**src/rtl/risc_sequencer.sv**
```systemverilog
// Phase sequencer for the 8-bit VeriRISC CPU: steps eight phases per instruction and
// decodes phase plus IR opcode into datapath strobes, with an optional halt-and-freeze mode.
module risc_sequencer #(
  parameter int CNT_W      = 16,
  parameter bit HLT_FREEZE = 1'b1
) (
  input  logic             clock,
  input  logic             rst_n,
  input  logic [2:0]       opcode,
  input  logic             zero,
  output logic             sel,
  output logic             rd,
  output logic             ld_ir,
  output logic             inc_pc,
  output logic             ld_pc,
  output logic             ld_ac,
  output logic             data_e,
  output logic             wr,
  output logic             halt,
  output logic [2:0]       phase,
  output logic [CNT_W-1:0] instr_cnt
);

  typedef enum logic [2:0] {
    INST_ADDR  = 3'd0,
    INST_FETCH = 3'd1,
    INST_LOAD  = 3'd2,
    IDLE       = 3'd3,
    OP_ADDR    = 3'd4,
    OP_FETCH   = 3'd5,
    ALU_OP     = 3'd6,
    STORE      = 3'd7
  } phase_e;

  localparam logic [2:0] OP_HLT = 3'd0;
  localparam logic [2:0] OP_SKZ = 3'd1;
  localparam logic [2:0] OP_ADD = 3'd2;
  localparam logic [2:0] OP_AND = 3'd3;
  localparam logic [2:0] OP_XOR = 3'd4;
  localparam logic [2:0] OP_LDA = 3'd5;
  localparam logic [2:0] OP_STO = 3'd6;
  localparam logic [2:0] OP_JMP = 3'd7;

  phase_e           phase_q, phase_d;
  logic             halted_q, halted_d;
  logic [CNT_W-1:0] cnt_q, cnt_d;
  logic             aluop;

  assign aluop = (opcode == OP_ADD) || (opcode == OP_AND) ||
                 (opcode == OP_XOR) || (opcode == OP_LDA);

  // A frozen HLT parks in OP_ADDR without retiring; otherwise every 7->0 wrap retires one.
  always_comb begin
    phase_d  = phase_q;
    halted_d = halted_q;
    cnt_d    = cnt_q;
    if (!halted_q) begin
      if (HLT_FREEZE && phase_q == OP_ADDR && opcode == OP_HLT) begin
        halted_d = 1'b1;
      end else begin
        phase_d = phase_e'(phase_q + 3'd1);
        if (phase_q == STORE) cnt_d = cnt_q + CNT_W'(1);
      end
    end
  end

  always_ff @(posedge clock) begin
    if (!rst_n) begin
      phase_q  <= INST_ADDR;
      halted_q <= 1'b0;
      cnt_q    <= '0;
    end else begin
      phase_q  <= phase_d;
      halted_q <= halted_d;
      cnt_q    <= cnt_d;
    end
  end

  always_comb begin
    sel    = 1'b0;
    rd     = 1'b0;
    ld_ir  = 1'b0;
    inc_pc = 1'b0;
    ld_pc  = 1'b0;
    ld_ac  = 1'b0;
    data_e = 1'b0;
    wr     = 1'b0;
    halt   = 1'b0;
    if (halted_q) begin
      halt = 1'b1;
    end else begin
      case (phase_q)
        INST_ADDR:  sel = 1'b1;
        INST_FETCH: begin sel = 1'b1; rd = 1'b1; end
        INST_LOAD, IDLE: begin
          sel   = 1'b1;
          rd    = 1'b1;
          ld_ir = 1'b1;
        end
        OP_ADDR: begin
          inc_pc = 1'b1;
          halt   = (opcode == OP_HLT);
        end
        OP_FETCH: rd = aluop;
        ALU_OP: begin
          rd     = aluop;
          inc_pc = (opcode == OP_SKZ) && zero;
          ld_pc  = (opcode == OP_JMP);
          data_e = (opcode == OP_STO);
        end
        STORE: begin
          rd     = aluop;
          ld_ac  = aluop;
          ld_pc  = (opcode == OP_JMP);
          data_e = (opcode == OP_STO);
          wr     = (opcode == OP_STO);
        end
        default: ;
      endcase
    end
  end

  assign phase     = phase_q;
  assign instr_cnt = cnt_q;

endmodule

```
**config.mk**
```make
export PLATFORM = sky130hd
export DESIGN_NAME = risc_sequencer
export DESIGN_NICKNAME = d
export VERILOG_FILES = /design/src/rtl/risc_sequencer.sv
export SDC_FILE = /design/constraint.sdc
export NUM_CORES = 1
export LEC_CHECK = 0
export BUFFER_PORTS_ARGS = -buffer_cell sky130_fd_sc_hd__buf_2
export CAP_MARGIN = 20
export CELL_PAD_IN_SITES_DETAIL_PLACEMENT = 0
export CELL_PAD_IN_SITES_GLOBAL_PLACEMENT = 1
export CORE_ASPECT_RATIO = 1.5
export CORE_UTILIZATION = 37
export DETAILED_ROUTE_END_ITERATION = 7
export GPL_TIMING_DRIVEN = 0
export PLACE_DENSITY = 0.81
export SLEW_MARGIN = 20
export SYNTH_ARGS = -nofsm -noshare
export SYNTH_HDL_FRONTEND = slang
export SYNTH_SLANG_ARGS = --single-unit
```
**constraint.sdc**
```tcl
create_clock -name clock -period 2.3 [get_ports clock]
set_input_delay 0.345 -clock clock [delete_from_list [all_inputs] [get_ports clock]]
set_output_delay 0.345 -clock clock [all_outputs]
set_load 0.01 [all_outputs]
```
======== Yosys cells after proc, flatten, opt, wreduce, memory -nomap -nowiden ========
Index checks and enable logic that the tools add are counted.
storage, ports and cells
  bits in registers ....................... 20
  input port bits ......................... 6
  output and inout port bits .............. 28
  logic and storage cells ................. 55
cells by class
  add/sub/neg operators ................... 2
  eq/ne operators ......................... 14
  mux-type cells .......................... 20
  bitwise gates (word level) .............. 2
  reductions and logical operators ........ 14
operators with widths
  operator                 number
  $eq A3 B3 Y1 const B     8
  $mux W1                  18
  $add A16 B1 Y16 const B  1
  $eq A3 B2 Y1 const B     4
  $eq A3 B1 Y1 const B     2
  $logic_not A3 Y1         2
  $reduce_or A3 Y1         2
  $pmux W1 S2              2
  $reduce_or A2 Y1         2
  $reduce_or A4 Y1         1
  $add A3 B1 Y3 const B    1
  $logic_or A1 B1 Y1       3
  $reduce_and A3 Y1        1
  $logic_and A1 B1 Y1      2
  $not A1 Y1               2
  $reduce_and A2 Y1        1

======== Longest topological paths before layout ========
Gate-level depths: netlist (run 1).
  depth in word-level cells ............... 6
  gate-level depth with buffers ........... 7
  depth with buffers taken out ............ 6

======== Least setup slack after synthesis (run 1) ========
Ideal clock, no wire load.
  kind .................................... register to register
  from .................................... register phase_q[0], in the netlist phase[0]
  to ...................................... register cnt_q[15], in the netlist instr_cnt[15]
  library setup time ...................... 0.071 ns
  arrival time ............................ 1.860 ns
  data required time ...................... 2.229 ns
  setup slack ............................. 0.370 ns
  stages on the path, launching flop included .. 8
  buffers on the path ..................... 2
  period minus slack after synthesis ...... 1.930 ns
  cells stage by stage .................... dfxtp_1 > inv_1 > ha_1 > clkbuf_1 > and2_4 > buf_6 > or4_1 > a21oi_1
between the ends
  cells in the longest elaborated chain, start to end .. 4
  elaborated cells on any way between the ends .. 5
  those cells by class .................... eq/ne (2); bitwise (1); reduce/logical (2)
RTL lines
  what                                  RTL line  source
  start, declared                       44        phase_e phase_q, phase_d;
  start signal, assigned                73        phase_q <= phase_d;
  $eq A3 B3 Y1                          58        if (HLT_FREEZE && phase_q == OP_ADDR && opcode == OP_HLT) begin
  $logic_and A1 B1 Y1                   58
  $not A1 Y1 (no source line)           -
  $reduce_and A3 Y1 (no source line) *  -
  end signal, assigned                  75        cnt_q <= cnt_d;
  end, declared                         46        logic [CNT_W-1:0] cnt_q, cnt_d;
Mark *: on every way between the ends. The rest lies on a longest branch, timed or not.
A chain may end at the register's enable or synchronous reset.

======== Worst setup path after layout (run 1) ========
  from .................................... register phase_q[2], in the netlist phase[2]
  to ...................................... output port halt
between the ends
  cells in the longest elaborated chain, start to end .. 3
RTL lines
  what           RTL line  source
  $eq A3 B3 Y1   92        case (phase_q)
  $mux W1        92
  $mux W1        89        if (halted_q) begin
  end, declared  19        output logic halt,
Every way passes these cells.

==> metrics.yaml, run 1 <==
logic_synthesis:
  ys_ff_latch: 20
  synthTopCellsByArea: "dfxtp_1 (33%), ha_1 (8.2%), a21oi_1 (6.1%), xnor2_1 (5.0%), nor2_1 (4.0%)"
  synthArstFlopShare: 0
  synth_edf_count: 0
  syn_nets: 154
  yosysTopAreaCellShare: 0.328
  synth_ff_type: "dfxtp_1"
  yosys.area.top_type: "dfxtp_1"
  yosysWarnings: 0
  yosys-top-cells-count: "dfxtp_1 (20), a21oi_1 (15), nor2_1 (13), nand2_1 (12), ha_1 (8)"
  synthCells: 140
  yosysMostFrequentCell: "dfxtp_1"
  netlist_area_um2: 1220
  ys_types: 36
  synth_area_per_cell_um2: 8.73
  ys_seq_area_frac: 0.328
timing:
  rsz0062_at_grt: "no"
  setup_viol: 0
  post-route-period-util: 0.912
  fmax_mhz: 477
  worst_pin_slew_ns: 0.556
  drv_slew: 0
  fin_skew_ns: 0.00491
  finalHoldViolations: 0
  min_period_ns: 2.10
  maxSlewHeadroom: 0.628
  setup_tns_ns: 0
final_layout:
  diodes: 0
  n_fill_cell: 337
  layout.nets: 191
  fin_area_um2: 1480
  seq_area_um2: 400
  multi_input_area_um2: 756
  stdcell_count: 215
  drive_above_1_share: 0.274
  final_core_util: 0.468
  area_growth_pct: 20.9
placement:
  gp_congestion: 0.769
  dp_hpwl_um: 2230
  io_buffers: 33
  dp_cells: 213
  postPlaceCellArea_um2: 1440
die:
  die-area_um2: 3540
  die_y_um: 72.4
  die_width_um: 48.9
  rows: 25
  core_area_um2: 3160
  initial_core_util: 0.387
  num_io_pins: 34
grt:
  antenna_found_initial: 0
  grt_pass1_wl_um: 4780
  track_usage: 0.171
  grt_pass1_vias: 1092
  grt_max_degree: 11
  grt_overflow: 0
worst_setup_path:
  critPathRequiredTime_ns: 1.96
  cp-end-kind: "primary output"
  critPathLaunchType: "register"
  critical_path.slowest_cell: "nor4b_4"
  critical_path_class: "reg -> out"
  endpoint: "halt"
  r2r_end: "instr_cnt[12]"
  ff2ff_path_depth: 7
  worst-path-max-fanout: 8
  crit_arrival_ns: 1.75
  r2r-start: "phase[0]"
  max_stage_delay_ns: 0.53
  rrSetupSlack_ns: 0.20
  critPathLaunch: "phase[2]"
  worstPathCellList: "nor4b_4 > a21oi_1 > inv_1 > buf_2"
drt:
  dr.pass1.iters: 4
  drt_iter0_markers: 31
  antenna_left: 0
  drc_errors: 0
  wl_um: 2810
  vias: 1157
  wl_per_cell_um: 13.1
  via_per_inst: 5.38
pwr:
  switchingPower_w: 0.000182
  p_per_area_nw_per_um2: 471
  power_frac_seq: 0.519
  leakagePower_nw: 0.621
  clkPwrFrac: 0.320
  vdd_drop_max_mv: 0.283
  swShare: 0.261
  power_w: 0.000696
  p_int_w: 0.000514
  pwr-share-comb: 0.161
clock_tree:
  clockBufferDepth: 2
  path_clk_slew_ns: 0.07
  cts_hold_buf: 0
  htreeDepth: 1
  cts_made_buffers: 3
  root_buffer: "clkbuf_8"
  clk_latency_ns: 0.25
  cts_tree: "yes"
  clock_sinks: 20
  cts_setup_buffers: 0
run:
  maxCapViolCount: 0
run_status:
  status: "finished, final reports clean"
hold_path:
  hold_class: "in -> reg"
## cell families (layout without fill, tap and decap cells)
group | count (synthesis) | in the layout | share of synthesized area
simple gates | 59 | 59 | 0.286
compound gates | 31 | 31 | 0.174
flops | 20 | 20 | 0.328
buf+inv | 12 | 47 | 0.0563
fa+ha+maj | 8 | 8 | 0.0819
xor+xnor | 7 | 7 | 0.0502
mux | 3 | 3 | 0.0246
## power by group through the flow
stage | combinational, W | clock [W] | sequential, W
floorplan | 0.0000684 | 0 | 0.000370
global placement | 0.000109 | 0 | 0.000369
detailed placement | 0.000110 | 0 | 0.000369
CTS | 0.000112 | 0.000229 | 0.000361
global route | 0.000126 | 0.000240 | 0.000362
finish | 0.000112 | 0.000223 | 0.000361
## sequential cells by signal (all words and copies together) (netlist names)
name and cells:
halted_q 1, instr_cnt 16, phase 3
## cell usage in the layout, fill, tap and decap left out, drive strengths merged, types with 4 or more instances in the layout
cell type	synthesis	layout
a21oi	15	15
or4	6	6
o31ai	6	6
nor2	13	13
buf	4	37
nand2	12	12
clkbuf	2	4
xnor2	7	7
nor3	4	4
dfxtp	20	20
nand3	4	4
ha	8	8
a211oi	4	4
inv	5	5
nand2b	4	4
## worst max-delay path: cells and delay by family, from the launching register on
family | cells | cell delay [ns]
buf+inv | 2 | 0.22
flops | 1 | 0.46
simple gates | 1 | 0.53
compound gates | 1 | 0.28
## per-layer routing
layer  track usage  up-vias  wire [µm]
li1              -      583          -
met1         0.180      545       1120
met2         0.335       25       1550
met3        0.0231        4        111
met4        0.0686        0         35
met5             0        -          0
## cell type report
type,instances,area share
multi-input combinational,108,0.511
buffer,5,0.0288
inverter,6,0.0152
clock buffer,3,0.0279
timing repair buffer,33,0.112
tap,40,0.0339
sequential,20,0.271
## worst min path at each step
stage                        from             to  slack, ns  cells past startpoint
finish                      rst_n   instr_cnt[9]       0.41                      3
global route                rst_n   instr_cnt[7]       0.43                      3
CTS                         rst_n   instr_cnt[7]       0.41                      3
detailed placement  instr_cnt[15]  instr_cnt[15]       0.47                      2
global placement    instr_cnt[15]  instr_cnt[15]       0.46                      2
floorplan                   rst_n   instr_cnt[9]       0.50                      2
## stage by stage
step           hold WS (ns)  setup slack [ns]
2_1_floorplan         0.496             0.370
3_3_place_gp          0.461             0.266
3_5_place_dp          0.471             0.200
4_1_cts               0.408            0.0328
5_1_grt               0.426            0.0295
6_report              0.409             0.202
## what timing repair did
action / in CTS / in global routing
endpoints found under the setup margin: 0 / 2
endpoints found under the hold margin: 0 / 0
gates resized for setup: 0 / 1
No activity file was read; power rests on OpenSTA's default activity.
==> run 2: changes to the inputs <==
--- a/config.mk
+++ b/config.mk
@@ -5,6 +5,7 @@
 export SDC_FILE = /design/constraint.sdc
 export NUM_CORES = 1
 export LEC_CHECK = 0
+export ABC_AREA = 1
 export BUFFER_PORTS_ARGS = -buffer_cell sky130_fd_sc_hd__buf_2
 export CAP_MARGIN = 20
 export CELL_PAD_IN_SITES_DETAIL_PLACEMENT = 0
@@ -13,7 +14,8 @@
 export CORE_UTILIZATION = 37
 export DETAILED_ROUTE_END_ITERATION = 7
 export GPL_TIMING_DRIVEN = 0
-export PLACE_DENSITY = 0.81
+export PLACE_DENSITY = 0.83
+export RECOVER_POWER = 100
 export SLEW_MARGIN = 20
 export SYNTH_ARGS = -nofsm -noshare
 export SYNTH_HDL_FRONTEND = slang
==> run 2 against run 1 <==
Register-to-register slack improved by 0.12 ns. Clock-buffer cell count did not move. Combinational power is 12% lower. Largest power group unchanged.
==> metrics.yaml, run 2 <==
logic_synthesis:
  synth_area_per_cell_um2: 7.27  # -17%
  synthTopCellsByArea: "dfxtp_1 (31%), nand2_1 (10%), nor2_1 (8.9%), ha_1 (7.7%), a21oi_1 (5.8%)"
  syn_nets: 193  # +25%
  yosysMostFrequentCell: "nand2_1"
  synthCells: 179  # +28%
  synth_ff_type: "dfxtp_1"
  ys_ff_latch: 20  # unchanged
  yosysTopAreaCellShare: 0.308  # -0.0198
  yosys-top-cells-count: "nand2_1 (35), nor2_1 (31), dfxtp_1 (20), inv_1 (17), a21oi_1 (15)"
  netlist_area_um2: 1300  # +6.4%
  synth_edf_count: 0  # unchanged
  synthArstFlopShare: 0  # unchanged
  yosysWarnings: 0  # unchanged
  ys_seq_area_frac: 0.308  # -0.0198
  ys_types: 26  # -28%
  yosys.area.top_type: "dfxtp_1"
pwr:
  leakagePower_nw: 0.649  # +4.5%
  vdd_drop_max_mv: 0.349  # +23%
  power_w: 0.000688  # -1.2%
  p_per_area_nw_per_um2: 463  # -1.7%
final_layout:
  stdcell_count: 256  # +19%
  diodes: 0  # unchanged
  fin_area_um2: 1490  # +0.51%
  largest_register_ffs: 16  # unchanged
  layout_common_cells: "nand2_1 (37), nor2_1 (34), clkbuf_1 (28)"
  layout.nets: 230  # +20%
  area_growth_pct: 14.1
  final_common_cell: "nand2_1"
  drive_above_1_share: 0.131  # -0.143
clock_tree:
  cts_setup_buffers: 0  # unchanged
  post_cts_resized: 0  # unchanged
  root_buffer: "clkbuf_8"
  htreeDepth: 1  # unchanged
  clockBufferDepth: 2  # unchanged
  clk_latency_ns: 0.25  # about the same
  cts_hold_buf: 0  # unchanged
  path_clk_slew_ns: 0.08  # about the same
  cts_made_buffers: 3  # unchanged
  cts_tree: "yes"
  clock_sinks: 20  # unchanged
drt:
  via_per_inst: 4.52  # -16%
  vias: 1158  # +0.086%
  antenna_left: 0  # unchanged
  wl_um: 2580  # -8.4%
  drt_iter0_markers: 19  # -39%
  drc_errors: 0  # unchanged
  dr.pass1.iters: 4  # unchanged
  wl_per_cell_um: 10.1  # -23%
timing:
  drv_slew: 0  # unchanged
  maxSlewHeadroom: 0.559  # -0.0685
  fmax_mhz: 490  # +2.7%
  min_period_ns: 2.04  # -0.0554 ns
  setup_viol: 0  # unchanged
  rsz0062_at_grt: "no"
  finalHoldViolations: 0  # unchanged
  setup_tns_ns: 0  # unchanged
  post-route-period-util: 0.888  # -0.0241
  worst_pin_slew_ns: 0.660  # +0.104 ns
  fin_skew_ns: 0.00672  # +0.00181 ns
worst_setup_path:
  worst-path-max-fanout: 5  # -3
  critical_path_class: "reg -> out"
  critPathRequiredTime_ns: 1.96  # about the same
  rrSetupSlack_ns: 0.32  # +0.12 ns
  critPathLaunchType: "register"
  crit_arrival_ns: 1.70  # -0.05 ns
  cp-end-kind: "primary output"
grt:
  grt_pass1_wl_um: 4280  # -10%
  antenna_found_initial: 0  # unchanged
  grt_max_degree: 11  # unchanged
  grt_pass1_vias: 998  # -8.6%
  grt_overflow: 0  # unchanged
  track_usage: 0.147  # -0.0243
placement:
  io_buffers: 32  # -3.0%
  dp_cells: 253  # +19%
  postPlaceCellArea_um2: 1510  # +5.3%
  gp_congestion: 0.675  # -12%
  dp_hpwl_um: 2030  # -8.7%
die:
  num_io_pins: 34  # unchanged
  die_width_um: 50.4  # +3.0%
  initial_core_util: 0.385  # -0.00232
  core_area_um2: 3380  # +7.1%
  die-area_um2: 3760  # +6.2%
  rows: 26  # +4.0%
  die_y_um: 74.6  # +3.1%
run:
  maxCapViolCount: 0  # unchanged
hold_path:
  hold_class: "in -> reg"
run_status:
  status: "finished, final reports clean"
-- run 2: power breakdown --
| group | total [W] | leakage (nW) | internal (W) | switching, W |
|---|---|---|---|---|
| clock network | 0.000228 | 0.0216 | 0.000116 | 0.000111 |
| logic | 0.0000991 | 0.465 | 0.0000363 | 0.0000628 |
| registers | 0.000361 | 0.162 | 0.000353 | 0.00000782 |
-- run 2: final cells by class --
cell class	instances	area (µm²)
flip-flops and latches	20	400
well taps	42	52.6
inverters	18	67.6
plain buffers	4	30.0
fillers	375	1900
repair buffers	32	125
clock buffers	3	41.3
multi-input cells	137	768
-- run 2: critical path, stage by stage (launching register included) --
cell      delay [ns]
dfxtp_1         0.37
inv_1           0.11
ha_1            0.23
nand2_1         0.07
inv_1           0.05
nor2_1          0.18
o21ai_0         0.12
a21oi_1         0.13
nor3_1          0.06
clkbuf_1        0.13
-- run 2: path summary, 6_finish.rpt --
check                                  start           end  depth (start not counted)
worst max-delay path                phase[0]            rd                          9
worst min-delay path                   rst_n  instr_cnt[2]                          3
worst max register to register      phase[0]  instr_cnt[3]                         10
worst min register to register  instr_cnt[6]  instr_cnt[6]                          2
-- run 2: logic make-up after synthesis --
family,share of synthesized area
AND/OR/NAND/NOR,0.420
AO/OA/AOI/OAI,0.101
buffers and inverters,0.0808
flip-flops,0.308
adder cells (fa/ha/maj),0.0769
XOR/XNOR,0.0135
-- run 2: metal layers --
metal  global-route usage  vias to the layer above  wire length (µm)
li1                     -                      638                 -
met1                0.171                      494              1110
met2                0.270                       24              1350
met3               0.0141                        2                91
met4               0.0648                        0                26
met5                    0                        -                 0
-- run 2: metrics by stage --
stage | setup slack [ns] | hold slack [ns] | utilization
2_1_floorplan | 0.708 | 0.511 | -
3_3_place_gp | 0.498 | 0.504 | 0.447
3_5_place_dp | 0.499 | 0.503 | 0.447
4_1_cts | 0.213 | 0.398 | 0.460
5_1_grt | 0.0548 | 0.414 | 0.439
6_report | 0.257 | 0.395 | 0.439
==> run 3: changes to the inputs <==
--- a/config.mk
+++ b/config.mk
@@ -5,7 +5,6 @@
 export SDC_FILE = /design/constraint.sdc
 export NUM_CORES = 1
 export LEC_CHECK = 0
-export ABC_AREA = 1
 export BUFFER_PORTS_ARGS = -buffer_cell sky130_fd_sc_hd__buf_2
 export CAP_MARGIN = 20
 export CELL_PAD_IN_SITES_DETAIL_PLACEMENT = 0
@@ -14,7 +13,7 @@
 export CORE_UTILIZATION = 37
 export DETAILED_ROUTE_END_ITERATION = 7
 export GPL_TIMING_DRIVEN = 0
-export PLACE_DENSITY = 0.83
+export PLACE_DENSITY = 0.81
 export RECOVER_POWER = 100
 export SLEW_MARGIN = 20
 export SYNTH_ARGS = -nofsm -noshare
==> run 3 against run 2 <==
Critical path depth is 2 lower. Register-to-register slack worse by 0.11 ns. Clock-buffer cell count stayed put. Critical endpoint is now instr_cnt[12]. Highest routed layer unchanged. Utilization is 1.0 points higher. Routed wire length is 9.3% higher.
==> metrics.yaml, run 3 (synthesis gave the netlist of run 1 again) <==
run:
  maxCapViolCount: 0  # unchanged
placement:
  postPlaceCellArea_um2: 1440  # -5.0%
  io_buffers: 33  # +3.1%
  dp_hpwl_um: 2230  # +9.6%
  gp_congestion: 0.769  # +14%
die:
  rows: 25  # -3.8%
  core_area_um2: 3160  # -6.6%
  die_width_um: 48.9  # -3.0%
  die_y_um: 72.4  # -3.0%
  num_io_pins: 34  # unchanged
  initial_core_util: 0.387  # +0.00232
  die-area_um2: 3540  # -5.9%
clock_tree:
  htreeDepth: 1  # unchanged
  cts_hold_buf: 0  # unchanged
  clock_sinks: 20  # unchanged
  cts_setup_buffers: 0  # unchanged
  cts_made_buffers: 3  # unchanged
  clk_latency_ns: 0.25  # about the same
  clockBufferDepth: 2  # unchanged
  root_buffer: "clkbuf_8"
  cts_tree: "yes"
  path_clk_slew_ns: 0.07  # about the same
timing:
  worst_pin_slew_ns: 0.537  # -0.123 ns
  holdWs_ns: 0.413  # +0.0184 ns
  min_period_ns: 2.09  # +0.0470 ns
  finalHoldViolations: 0  # unchanged
  rsz0062_at_grt: "no"
  setup_viol: 0  # unchanged
  drv_slew: 0  # unchanged
  fmax_mhz: 479  # -2.2%
  maxSlewHeadroom: 0.641  # +0.0817
  setup_tns_ns: 0  # unchanged
  fin_skew_ns: 0.00425  # -0.00246 ns
  post-route-period-util: 0.909  # +0.0204
final_layout:
  seq_area_um2: 400  # unchanged
  layout.nets: 191  # -17%
  largest_register_ffs: 16  # unchanged
  drive_above_1_share: 0.0971  # -0.0337
  fin_area_um2: 1420  # -4.5%
  area_growth_pct: 16.1
  n_fill_cell: 351  # -6.4%
  diodes: 0  # unchanged
  final_core_util: 0.449  # +0.0101
  multi_input_area_um2: 737  # -4.1%
  layout_common_cells: "clkbuf_1 (28), dfxtp_1 (20), a21oi_1 (15)"
  final_common_cell: "clkbuf_1"
drt:
  dr.pass1.iters: 4  # unchanged
  antenna_left: 0  # unchanged
  via_per_inst: 5.40  # +19%
  wl_per_cell_um: 13.1  # +30%
  wl_um: 2820  # +9.3%
  drc_errors: 0  # unchanged
  vias: 1160  # +0.17%
  drt_iter0_markers: 23  # +4
worst_setup_path:
  cp-end-kind: "register"
  critical_path_class: "reg -> reg"
  crit_arrival_ns: 2.27  # +0.57 ns
  critPathRequiredTime_ns: 2.48  # +0.52 ns
  worst-path-max-fanout: 10  # +5
  critPathLaunchType: "register"
hold_path:
  hold_class: "in -> reg"
pwr:
  p_per_area_nw_per_um2: 484  # +4.5%
  vdd_drop_max_mv: 0.279  # -20%
  leakagePower_nw: 0.503  # -23%
grt:
  antenna_found_initial: 0  # unchanged
  grt_max_degree: 11  # unchanged
  grt_overflow: 0  # unchanged
  grt_pass1_wl_um: 4780  # +12%
  track_usage: 0.171  # +0.0243
  grt_pass1_vias: 1092  # +9.4%
run_status:
  status: "finished, final reports clean"
run 3: critical path, stage by stage (launching register included):
cell,delay (ns)
dfxtp_1,0.42
ha_1,0.21
ha_1,0.25
and4b_1,0.23
nand3_2,0.10
buf_6,0.16
or4_1,0.47
a21oi_1,0.17
run 3: area by class of cell:
class | instances | share of cell area
buffer | 5 | 0.0256
multi-input combinational | 108 | 0.519
inverter | 6 | 0.0159
sequential | 20 | 0.282
clock buffer | 3 | 0.0291
tap | 40 | 0.0353
timing repair buffer | 33 | 0.0926
run 3: what timing repair did:
| item | CTS | global route |
|---|---|---|
| setup endpoints to repair | 0 | 2 |
| endpoints found under the hold margin | 0 | 0 |
| resized for setup | 0 | 1 |
run 3: report_power, final:
part	internal (W)	total, W	switching, W
Sequential	0.000352	0.000361	0.00000902
Clock	0.000116	0.000220	0.000104
Combinational	0.0000406	0.000105	0.0000644
run 3: stage by stage:
stage	setup WS [ns]	power, W	std cells
after CTS	0.0328	0.000703	216
after global placement	0.266	0.000478	213
final	0.210	0.000687	215
after global routing	0.0247	0.000720	215
after floorplan	0.370	0.000439	140
after detailed placement	0.200	0.000480	213
run 3: path summary, 6_finish.rpt:
kind | from | slack, ns | end | cells after the start
worst max-delay path | phase[0] | 0.21 | instr_cnt[12] | 7
worst min-delay path | rst_n | 0.41 | instr_cnt[9] | 3
worst max register to register | phase[0] | 0.21 | instr_cnt[12] | 7
worst min register to register | instr_cnt[15] | 0.48 | instr_cnt[15] | 2
run 3: metal layers:
layer | GRT usage | share of wire | up-vias
met5 | 0 | 0 | -
met4 | 0.0686 | 0.0082 | 0
met1 | 0.180 | 0.40 | 551
met3 | 0.0231 | 0.038 | 2
met2 | 0.335 | 0.55 | 23
li1 | - | - | 584
